$ cat src/rtl/pipe_hazard_ctrl_pkg.sv
// Purpose : shared state encodings and defaults for the pipeline hazard controller.
// Latency : n/a (types and constants only).
// Backpressure: n/a.
package pipe_ctrl_pkg;

  typedef enum logic [1:0] {
    ST_RUN      = 2'd0,
    ST_MEM_WAIT = 2'd1,
    ST_ERR      = 2'd2
  } state_t;

  localparam int TIMEOUT_DEFAULT = 16;

endpackage

$ cat src/rtl/pipe_hazard_ctrl_if.sv
// Purpose : hazard sources from the datapath and the stage-register controls back to it.
// Latency : n/a (wires only).
// Backpressure: controls are the pipeline's backpressure; no handshake of their own.
//   master: pipeline datapath (drives hazard inputs, consumes controls)
//   slave : pipe_hazard_ctrl (consumes hazard inputs, drives controls)
interface pipe_hazard_ctrl_if #(
  parameter int REG_W = 5
);
  logic [REG_W-1:0] ifid_rs_i;
  logic [REG_W-1:0] ifid_rt_i;
  logic             ifid_uses_rt_i;
  logic             idex_memread_i;
  logic [REG_W-1:0] idex_rt_i;
  logic             branch_taken_i;
  logic             jump_i;
  logic             mem_req_i;
  logic             mem_ack_i;

  logic pc_write_o;
  logic ifid_write_o;
  logic ifid_flush_o;
  logic idex_write_o;
  logic idex_flush_o;
  logic exmem_write_o;
  logic memwb_bubble_o;

  modport master (
    output ifid_rs_i, ifid_rt_i, ifid_uses_rt_i, idex_memread_i, idex_rt_i,
           branch_taken_i, jump_i, mem_req_i, mem_ack_i,
    input  pc_write_o, ifid_write_o, ifid_flush_o, idex_write_o, idex_flush_o,
           exmem_write_o, memwb_bubble_o
  );

  modport slave (
    input  ifid_rs_i, ifid_rt_i, ifid_uses_rt_i, idex_memread_i, idex_rt_i,
           branch_taken_i, jump_i, mem_req_i, mem_ack_i,
    output pc_write_o, ifid_write_o, ifid_flush_o, idex_write_o, idex_flush_o,
           exmem_write_o, memwb_bubble_o
  );
endinterface

$ cat src/rtl/pipe_hazard_ctrl_sat_counter.sv
// Purpose : saturating event counter (sticks at all-ones, never wraps).
// Latency : count reflects inc on the following rising edge.
// Backpressure: none; inc is sampled every cycle.
//   ports: clk, rst_n (async active-low), inc, count[W-1:0]
module sat_counter #(
  parameter int W = 32
) (
  input  logic         clk,
  input  logic         rst_n,
  input  logic         inc,
  output logic [W-1:0] count
);

  always_ff @(posedge clk or negedge rst_n) begin
    if (!rst_n) begin
      count <= '0;
    end else if (inc && !(&count)) begin
      count <= count + W'(1);
    end
  end

endmodule

$ cat src/rtl/pipe_hazard_ctrl.sv
// Purpose : stall/flush sequencer for the 5-stage pipeline (load-use, branch/jump, data-memory wait).
// Latency : controls are combinational (same cycle); counters/state/timeout update on the next edge.
// Backpressure: an un-acked data-memory request freezes every stage until ack, abort or timeout.
//   ports: clk_i, rst_n_i, hif (slave: hazard inputs / stage controls),
//          mem_timeout_o, stall_cnt_o, flush_cnt_o, state_o
module pipe_hazard_ctrl
  import pipe_ctrl_pkg::*;
#(
  parameter int REG_W   = 5,
  parameter int TIMEOUT = TIMEOUT_DEFAULT,
  parameter int CNT_W   = 32
) (
  input  logic              clk_i,
  input  logic              rst_n_i,
  pipe_hazard_ctrl_if.slave hif,
  output logic              mem_timeout_o,
  output logic [CNT_W-1:0]  stall_cnt_o,
  output logic [CNT_W-1:0]  flush_cnt_o,
  output logic [1:0]        state_o
);

  localparam int WCNT_W = $clog2(TIMEOUT + 1);

  state_t            state_q, state_d;
  logic [WCNT_W-1:0] wait_cnt_q, wait_cnt_d;
  logic              timeout_q;
  logic              freeze;
  logic              load_use;

  assign load_use = hif.idex_memread_i && (hif.idex_rt_i != '0) &&
                    ((hif.idex_rt_i == hif.ifid_rs_i) ||
                     (hif.ifid_uses_rt_i && (hif.idex_rt_i == hif.ifid_rt_i)));

  // ERR keeps the pipeline frozen regardless of ack; elsewhere an ack always lets it advance.
  assign freeze = (state_q == ST_ERR) ||
                  ((state_q == ST_RUN) && hif.mem_req_i && !hif.mem_ack_i) ||
                  ((state_q == ST_MEM_WAIT) && !hif.mem_ack_i);

  always_ff @(posedge clk_i or negedge rst_n_i) begin
    if (!rst_n_i) begin
      state_q    <= ST_RUN;
      wait_cnt_q <= '0;
      timeout_q  <= 1'b0;
    end else begin
      state_q    <= state_d;
      wait_cnt_q <= wait_cnt_d;
      if (state_d == ST_ERR) timeout_q <= 1'b1;
    end
  end

  // wait_cnt_q holds the number of wait cycles already spent; the current cycle is wait_cnt_q+1.
  always_comb begin
    state_d    = state_q;
    wait_cnt_d = wait_cnt_q;
    case (state_q)
      ST_RUN: begin
        wait_cnt_d = '0;
        if (hif.mem_req_i && !hif.mem_ack_i) begin
          state_d    = ST_MEM_WAIT;
          wait_cnt_d = WCNT_W'(1);
        end
      end
      ST_MEM_WAIT: begin
        if (hif.mem_ack_i || !hif.mem_req_i) begin
          state_d    = ST_RUN;
          wait_cnt_d = '0;
        end else if (wait_cnt_q == WCNT_W'(TIMEOUT - 1)) begin
          state_d = ST_ERR;
        end else begin
          wait_cnt_d = wait_cnt_q + WCNT_W'(1);
        end
      end
      ST_ERR:  state_d = ST_ERR;
      default: state_d = ST_RUN;
    endcase
  end

  always_comb begin
    hif.pc_write_o     = 1'b1;
    hif.ifid_write_o   = 1'b1;
    hif.ifid_flush_o   = 1'b0;
    hif.idex_write_o   = 1'b1;
    hif.idex_flush_o   = 1'b0;
    hif.exmem_write_o  = 1'b1;
    hif.memwb_bubble_o = 1'b0;
    if (!rst_n_i) begin
      // hold every stage and fill with bubbles while reset is asserted
      hif.pc_write_o     = 1'b0;
      hif.ifid_write_o   = 1'b0;
      hif.ifid_flush_o   = 1'b1;
      hif.idex_write_o   = 1'b0;
      hif.idex_flush_o   = 1'b1;
      hif.exmem_write_o  = 1'b0;
      hif.memwb_bubble_o = 1'b1;
    end else if (freeze) begin
      hif.pc_write_o     = 1'b0;
      hif.ifid_write_o   = 1'b0;
      hif.idex_write_o   = 1'b0;
      hif.exmem_write_o  = 1'b0;
      hif.memwb_bubble_o = 1'b1;
    end else if (hif.branch_taken_i) begin
      hif.ifid_flush_o = 1'b1;
      hif.idex_flush_o = 1'b1;
    end else if (load_use) begin
      hif.pc_write_o   = 1'b0;
      hif.ifid_write_o = 1'b0;
      hif.idex_flush_o = 1'b1;
    end else if (hif.jump_i) begin
      hif.ifid_flush_o = 1'b1;
    end
  end

  sat_counter #(.W(CNT_W)) u_stall_cnt (
    .clk   (clk_i),
    .rst_n (rst_n_i),
    .inc   (!hif.pc_write_o && (state_q != ST_ERR)),
    .count (stall_cnt_o)
  );

  sat_counter #(.W(CNT_W)) u_flush_cnt (
    .clk   (clk_i),
    .rst_n (rst_n_i),
    .inc   (hif.ifid_flush_o),
    .count (flush_cnt_o)
  );

  assign mem_timeout_o = timeout_q;
  assign state_o       = state_q;

endmodule

$ cat src/flat_wrapper.sv
// flat-port wrapper written by rule: the top's interface ports become plain ports
module pipe_hazard_ctrl_flat import pipe_ctrl_pkg::*;
#(
  parameter int REG_W   = 5,
  parameter int TIMEOUT = TIMEOUT_DEFAULT,
  parameter int CNT_W   = 32
)
  (clk_i, rst_n_i, mem_timeout_o, stall_cnt_o, flush_cnt_o, state_o, hif_ifid_rs_i, hif_ifid_rt_i, hif_ifid_uses_rt_i, hif_idex_memread_i, hif_idex_rt_i, hif_branch_taken_i, hif_jump_i, hif_mem_req_i, hif_mem_ack_i, hif_pc_write_o, hif_ifid_write_o, hif_ifid_flush_o, hif_idex_write_o, hif_idex_flush_o, hif_exmem_write_o, hif_memwb_bubble_o);
  pipe_hazard_ctrl_if #(.REG_W(REG_W)) hif_i ();
  input  logic clk_i;
  input  logic rst_n_i;
  output logic mem_timeout_o;
  output logic [CNT_W-1:0] stall_cnt_o;
  output logic [CNT_W-1:0] flush_cnt_o;
  output logic [1:0] state_o;
  input wire logic [$bits(hif_i.ifid_rs_i)-1:0] hif_ifid_rs_i;
  input wire logic [$bits(hif_i.ifid_rt_i)-1:0] hif_ifid_rt_i;
  input wire logic [$bits(hif_i.ifid_uses_rt_i)-1:0] hif_ifid_uses_rt_i;
  input wire logic [$bits(hif_i.idex_memread_i)-1:0] hif_idex_memread_i;
  input wire logic [$bits(hif_i.idex_rt_i)-1:0] hif_idex_rt_i;
  input wire logic [$bits(hif_i.branch_taken_i)-1:0] hif_branch_taken_i;
  input wire logic [$bits(hif_i.jump_i)-1:0] hif_jump_i;
  input wire logic [$bits(hif_i.mem_req_i)-1:0] hif_mem_req_i;
  input wire logic [$bits(hif_i.mem_ack_i)-1:0] hif_mem_ack_i;
  output wire logic [$bits(hif_i.pc_write_o)-1:0] hif_pc_write_o;
  output wire logic [$bits(hif_i.ifid_write_o)-1:0] hif_ifid_write_o;
  output wire logic [$bits(hif_i.ifid_flush_o)-1:0] hif_ifid_flush_o;
  output wire logic [$bits(hif_i.idex_write_o)-1:0] hif_idex_write_o;
  output wire logic [$bits(hif_i.idex_flush_o)-1:0] hif_idex_flush_o;
  output wire logic [$bits(hif_i.exmem_write_o)-1:0] hif_exmem_write_o;
  output wire logic [$bits(hif_i.memwb_bubble_o)-1:0] hif_memwb_bubble_o;
  assign hif_i.ifid_rs_i = hif_ifid_rs_i;
  assign hif_i.ifid_rt_i = hif_ifid_rt_i;
  assign hif_i.ifid_uses_rt_i = hif_ifid_uses_rt_i;
  assign hif_i.idex_memread_i = hif_idex_memread_i;
  assign hif_i.idex_rt_i = hif_idex_rt_i;
  assign hif_i.branch_taken_i = hif_branch_taken_i;
  assign hif_i.jump_i = hif_jump_i;
  assign hif_i.mem_req_i = hif_mem_req_i;
  assign hif_i.mem_ack_i = hif_mem_ack_i;
  assign hif_pc_write_o = hif_i.pc_write_o;
  assign hif_ifid_write_o = hif_i.ifid_write_o;
  assign hif_ifid_flush_o = hif_i.ifid_flush_o;
  assign hif_idex_write_o = hif_i.idex_write_o;
  assign hif_idex_flush_o = hif_i.idex_flush_o;
  assign hif_exmem_write_o = hif_i.exmem_write_o;
  assign hif_memwb_bubble_o = hif_i.memwb_bubble_o;
  pipe_hazard_ctrl #(.REG_W(REG_W), .TIMEOUT(TIMEOUT), .CNT_W(CNT_W)) u_core (.clk_i(clk_i), .rst_n_i(rst_n_i), .hif(hif_i), .mem_timeout_o(mem_timeout_o), .stall_cnt_o(stall_cnt_o), .flush_cnt_o(flush_cnt_o), .state_o(state_o));
endmodule
$ cat config.mk
export PLATFORM = sky130hd
export DESIGN_NAME = pipe_hazard_ctrl_flat
export DESIGN_NICKNAME = d
export VERILOG_FILES = /design/src/rtl/pipe_hazard_ctrl_pkg.sv /design/src/rtl/pipe_hazard_ctrl_if.sv /design/src/rtl/pipe_hazard_ctrl_sat_counter.sv /design/src/rtl/pipe_hazard_ctrl.sv /design/src/flat_wrapper.sv
export SDC_FILE = /design/constraint.sdc
export NUM_CORES = 1
export LEC_CHECK = 0
export CAP_MARGIN = 20
export CORE_MARGIN = 1
export CORE_UTILIZATION = 53
export DETAILED_ROUTE_END_ITERATION = 12
export GPL_ROUTABILITY_DRIVEN = 0
export PLACE_DENSITY_LB_ADDON = 0.12
export SETUP_SLACK_MARGIN = 0.05
export SYNTH_ARGS = -nofsm -noshare
export SYNTH_HDL_FRONTEND = slang
export SYNTH_SLANG_ARGS = --single-unit
$ cat constraint.sdc
create_clock -name clk_i -period 5.31 [get_ports clk_i]
set_input_delay 0.7965 -clock clk_i [delete_from_list [all_inputs] [get_ports clk_i]]
set_output_delay 0.7965 -clock clk_i [all_outputs]
set_load 0.01 [all_outputs]
==> flow_metrics.py <==
metrics = {
    "clock_tree": {
        "count_of_hold_fix_buffers_inserted_at_cts": 0,
        "postCtsSetupRepairBufs": 0,
        "cts_made_buffers": 9,
        "htreeDepth": 3,
        "cts.sink_count": 72,
        "clock_pin_slew_of_the_registers_on_the_worst_case_setup_and_hold_paths_ns": 0.08,
        "tritoncts": "built",
        "clock_tree.root_cell": "sky130_fd_sc_hd__clkbuf_8",
        "clk_latency_ns": 0.35,
        "clk_buf_depth": 2,
        "cts.repair.resized": 0,
    },
    "synth": {
        "synth.yosys.seq_area_share_pct": 46.2,
        "synthCells": 378,
        "synthesized_net_count": 405,
        "synth_cell_types": 45,
        "ys_seq_elements": 72,
        "synthesis.area_mm2": 0.00390,
        "synth_ff_type": "sky130_fd_sc_hd__dfrtp_1",
        "synth_edf_count": 0,
        "avgSynthCellArea_um2": 10.3,
        "async_flop_share_pct": 100,
        "yosys_warnings": 0,
    },
    "floorplan": {
        "ioPinCount": 97,
        "fp-row-count": 30,
        "initial_core_util_pct": 56.1,
        "die_w_um": 87.7,
        "core_mm2": 0.00694,
        "die_height_um": 87.7,
        "design.die.area_mm2": 0.00770,
    },
    "final_layout": {
        "final_net_count": 501,
        "proportion_of_layout_cells_with_a_drive_suffix_above_1_pct": 10.0,
        "diodes": 0,
        "syn_to_final_growth_pct": 31.4,
        "filler_cell_count": 485,
    },
    "routing": {
        "drc": 0,
        "route.vias.total": 3303,
        "detail_route.iter0.violations": 122,
        "post_drt_wl_per_cell_um": 15.7,
        "avg_vias_per_cell": 5.75,
        "wirelength_um": 9020,
        "drtPass1Iterations": 4,
        "detail-route-antenna-nets": 0,
    },
    "timing": {
        "timing.final.hold_violations": 0,
        "timing.setup.tns_ns": 0,
        "setup_repair_after_global_routing_missed_its_margin": "false",
        "finClkSkew_ns": 0.0121,
        "setup-violations-final": 0,
        "report.final.slew_viol_count": 0,
        "timing.max_slew.rel_slack_pct": 39.1,
        "finalWorstPathRequiredPeriod_ns": 4.05,
        "worst_slew_pin_slew_ns": 0.914,
        "final_setup_margin_ns": 1.26,
        "max_freq_mhz": 247,
        "hold_slack_ns": 0.479,
        "timing.final.crit_share_pct": 76.3,
    },
    "global_routing": {
        "grt_pass1_wl_um": 14700,
        "first_global_vias": 3105,
        "global_route.usage.total_pct": 24.6,
        "antenna_found_initial": 0,
        "maximum_number_of_pins_on_one_net_before_global_route_repair": 74,
        "grt_overflow": 0,
    },
    "place": {
        "placement.setup.worst_slack_ns": 1.27,
        "post-dp-hpwl_um": 6290,
        "port_buffers": 96,
    },
    "worst_setup_path": {
        "timing.rr.end": "u_core.u_stall_cnt.count[1]$_DFFE_PN0P_",
        "ff2ff_path_depth": 7,
        "critical_path.reg2reg.startpoint": "u_core.state_o[0]$_DFF_PN0_",
        "cp.required_ns": 4.51,
        "worstSetupPathType": "in2out",
        "worstSetupStartpointType": "input pin",
        "critPathMaxFanout": 32,
        "ff2ff_setup_slack_ns": 2.28,
        "crit_path_dat_ns": 3.26,
        "kind_of_end_point_of_the_critical_path": "output pin",
    },
    "hold_path": {
        "worstHoldPathCells": 1,
        "worst_hold_path.endpoint": "u_core.mem_timeout_o$_DFFE_PN0N_",
        "timing.hold.worst.start": "u_core.mem_timeout_o$_DFFE_PN0N_",
        "hold_path.class": "reg2reg",
    },
    "power": {
        "power_per_cell_area_mw_per_mm2": 326,
        "power.switching_w": 0.000549,
        "share_seq_of_total_power_pct": 45.7,
        "pwr-share-comb_pct": 28.0,
        "static-leakage-power_nw": 2.05,
        "p_sw_share_pct": 32.8,
        "internal_power_w": 0.00112,
        "power.ir.vdd_worst_mv": 0.235,
        "power_frac_clock_pct": 26.3,
    },
    "job": {
        "timing.max_cap.violations": 0,
    },
    "run_status": {
        "status": "completed",
    },
}
==> per-stage QoR <==
stage | instance area (µm²) | instances | total power (W) | util, %
2_1_floorplan | 3900 | 378 | 0.000966 | -
3_5_place_dp | 4930 | 559 | 0.00124 | 71.0
4_1_cts | 5120 | 574 | 0.00168 | 73.7
6_report | 5120 | 574 | 0.00167 | 73.7
3_3_place_gp | 4930 | 559 | 0.00122 | 71.0
5_1_grt | 5120 | 574 | 0.00176 | 73.7
==> worst max-delay path by stage <==
stage,depth (start not counted),slack [ns],from,to
4_1_cts,8,1.26,hif_idex_rt_i[3],hif_ifid_flush_o
5_1_grt,8,1.14,hif_idex_rt_i[3],hif_ifid_flush_o
3_3_place_gp,8,1.35,hif_idex_rt_i[3],hif_ifid_flush_o
3_5_place_dp,8,1.27,hif_idex_rt_i[3],hif_ifid_flush_o
6_report,8,1.26,hif_idex_rt_i[3],hif_ifid_flush_o
2_1_floorplan,5,2.27,hif_idex_rt_i[0],hif_pc_write_o
==> power groups by stage <==
stage | clock (W) | sequential [W] | combinational [W]
after floorplan | 0 | 0.000786 | 0.000180
after global placement | 0 | 0.000766 | 0.000454
after detailed placement | 0 | 0.000769 | 0.000468
after CTS | 0.000444 | 0.000761 | 0.000473
after global routing | 0.000470 | 0.000775 | 0.000510
final | 0.000439 | 0.000764 | 0.000468
==> state kept, by name, indices dropped and copies added, names as in the netlist <==
name	flops
u_core.u_flush_cnt.count	32
u_core.u_stall_cnt.count	32
u_core.wait_cnt_q	5
u_core.state_o	2
u_core.mem_timeout_o	1
==> cell usage in the layout (no fill, tap or decap), drive strengths merged, types with 4 or more instances in the layout <==
cell,instances
clkdlybuf4s50,95
nand4,22
o21ai,9
and3,7
nand3,23
buf,5
xor2,69
dfrtp,72
nor4,24
nand2,28
nor2,24
inv,7
nor4b,4
clkbuf,10
nor3,37
and4,4
ha,4
==> routing by layer <==
layer	GRT usage [%]	wire (µm)	vias up
met3	4.15	412	18
met5	0	0	-
li1	-	-	1546
met2	40.5	4530	104
met4	13.1	201	0
met1	31.1	3880	1635
==> layout make-up <==
type	count	area [µm²]	area share, %
Clock buffer	10	138	2.69
Clock inverter	5	56.3	1.10
Inverter	6	22.5	0.440
Multi-Input combinational cell	285	2000	39.0
Sequential cell	72	1800	35.2
Tap cell	96	120	2.35
Timing Repair Buffer	100	986	19.3
==> worst max-delay path, stage by stage <==
cell	delay, ns
sky130_fd_sc_hd__clkdlybuf4s50_1	0.48
sky130_fd_sc_hd__xor2_1	0.19
sky130_fd_sc_hd__nor4_1	0.28
sky130_fd_sc_hd__a32oi_1	0.25
sky130_fd_sc_hd__o41ai_4	0.32
sky130_fd_sc_hd__buf_4	0.37
sky130_fd_sc_hd__inv_1	0.08
sky130_fd_sc_hd__clkdlybuf4s50_1	0.48
==> cell families (layout without fill, tap and decap cells) <==
group                    count (synthesis)  in the layout  share of synthesized area [%]
buffers and inverters                   21            121                           2.79
AND/OR/NAND/NOR                        185            185                           28.9
multiplexers                             3              3                          0.867
AO/OA/AOI/OAI                           21             21                           3.69
XOR/XNOR                                72             72                           16.2
adder cells (fa/ha/maj)                  4              4                           1.28
flip-flops                              72             72                           46.2
==> synthesized netlist by cell type, types with 7 or more instances <==
master / instances / area share, %
sky130_fd_sc_hd__nand2_1: 27 / 2.6
sky130_fd_sc_hd__xor2_1: 69 / 16
sky130_fd_sc_hd__dfrtp_1: 72 / 46
sky130_fd_sc_hd__nand4_1: 20 / 3.2
sky130_fd_sc_hd__nor2_1: 22 / 2.1
sky130_fd_sc_hd__nand3_1: 23 / 3.0
sky130_fd_sc_hd__nor3_1: 37 / 4.8
sky130_fd_sc_hd__nor4_1: 9 / 1.4
sky130_fd_sc_hd__nor4_2: 14 / 4.5
sky130_fd_sc_hd__and3_1: 7 / 1.1
sky130_fd_sc_hd__o21ai_0: 7 / 0.90
(Power assumes the default switching activity.)
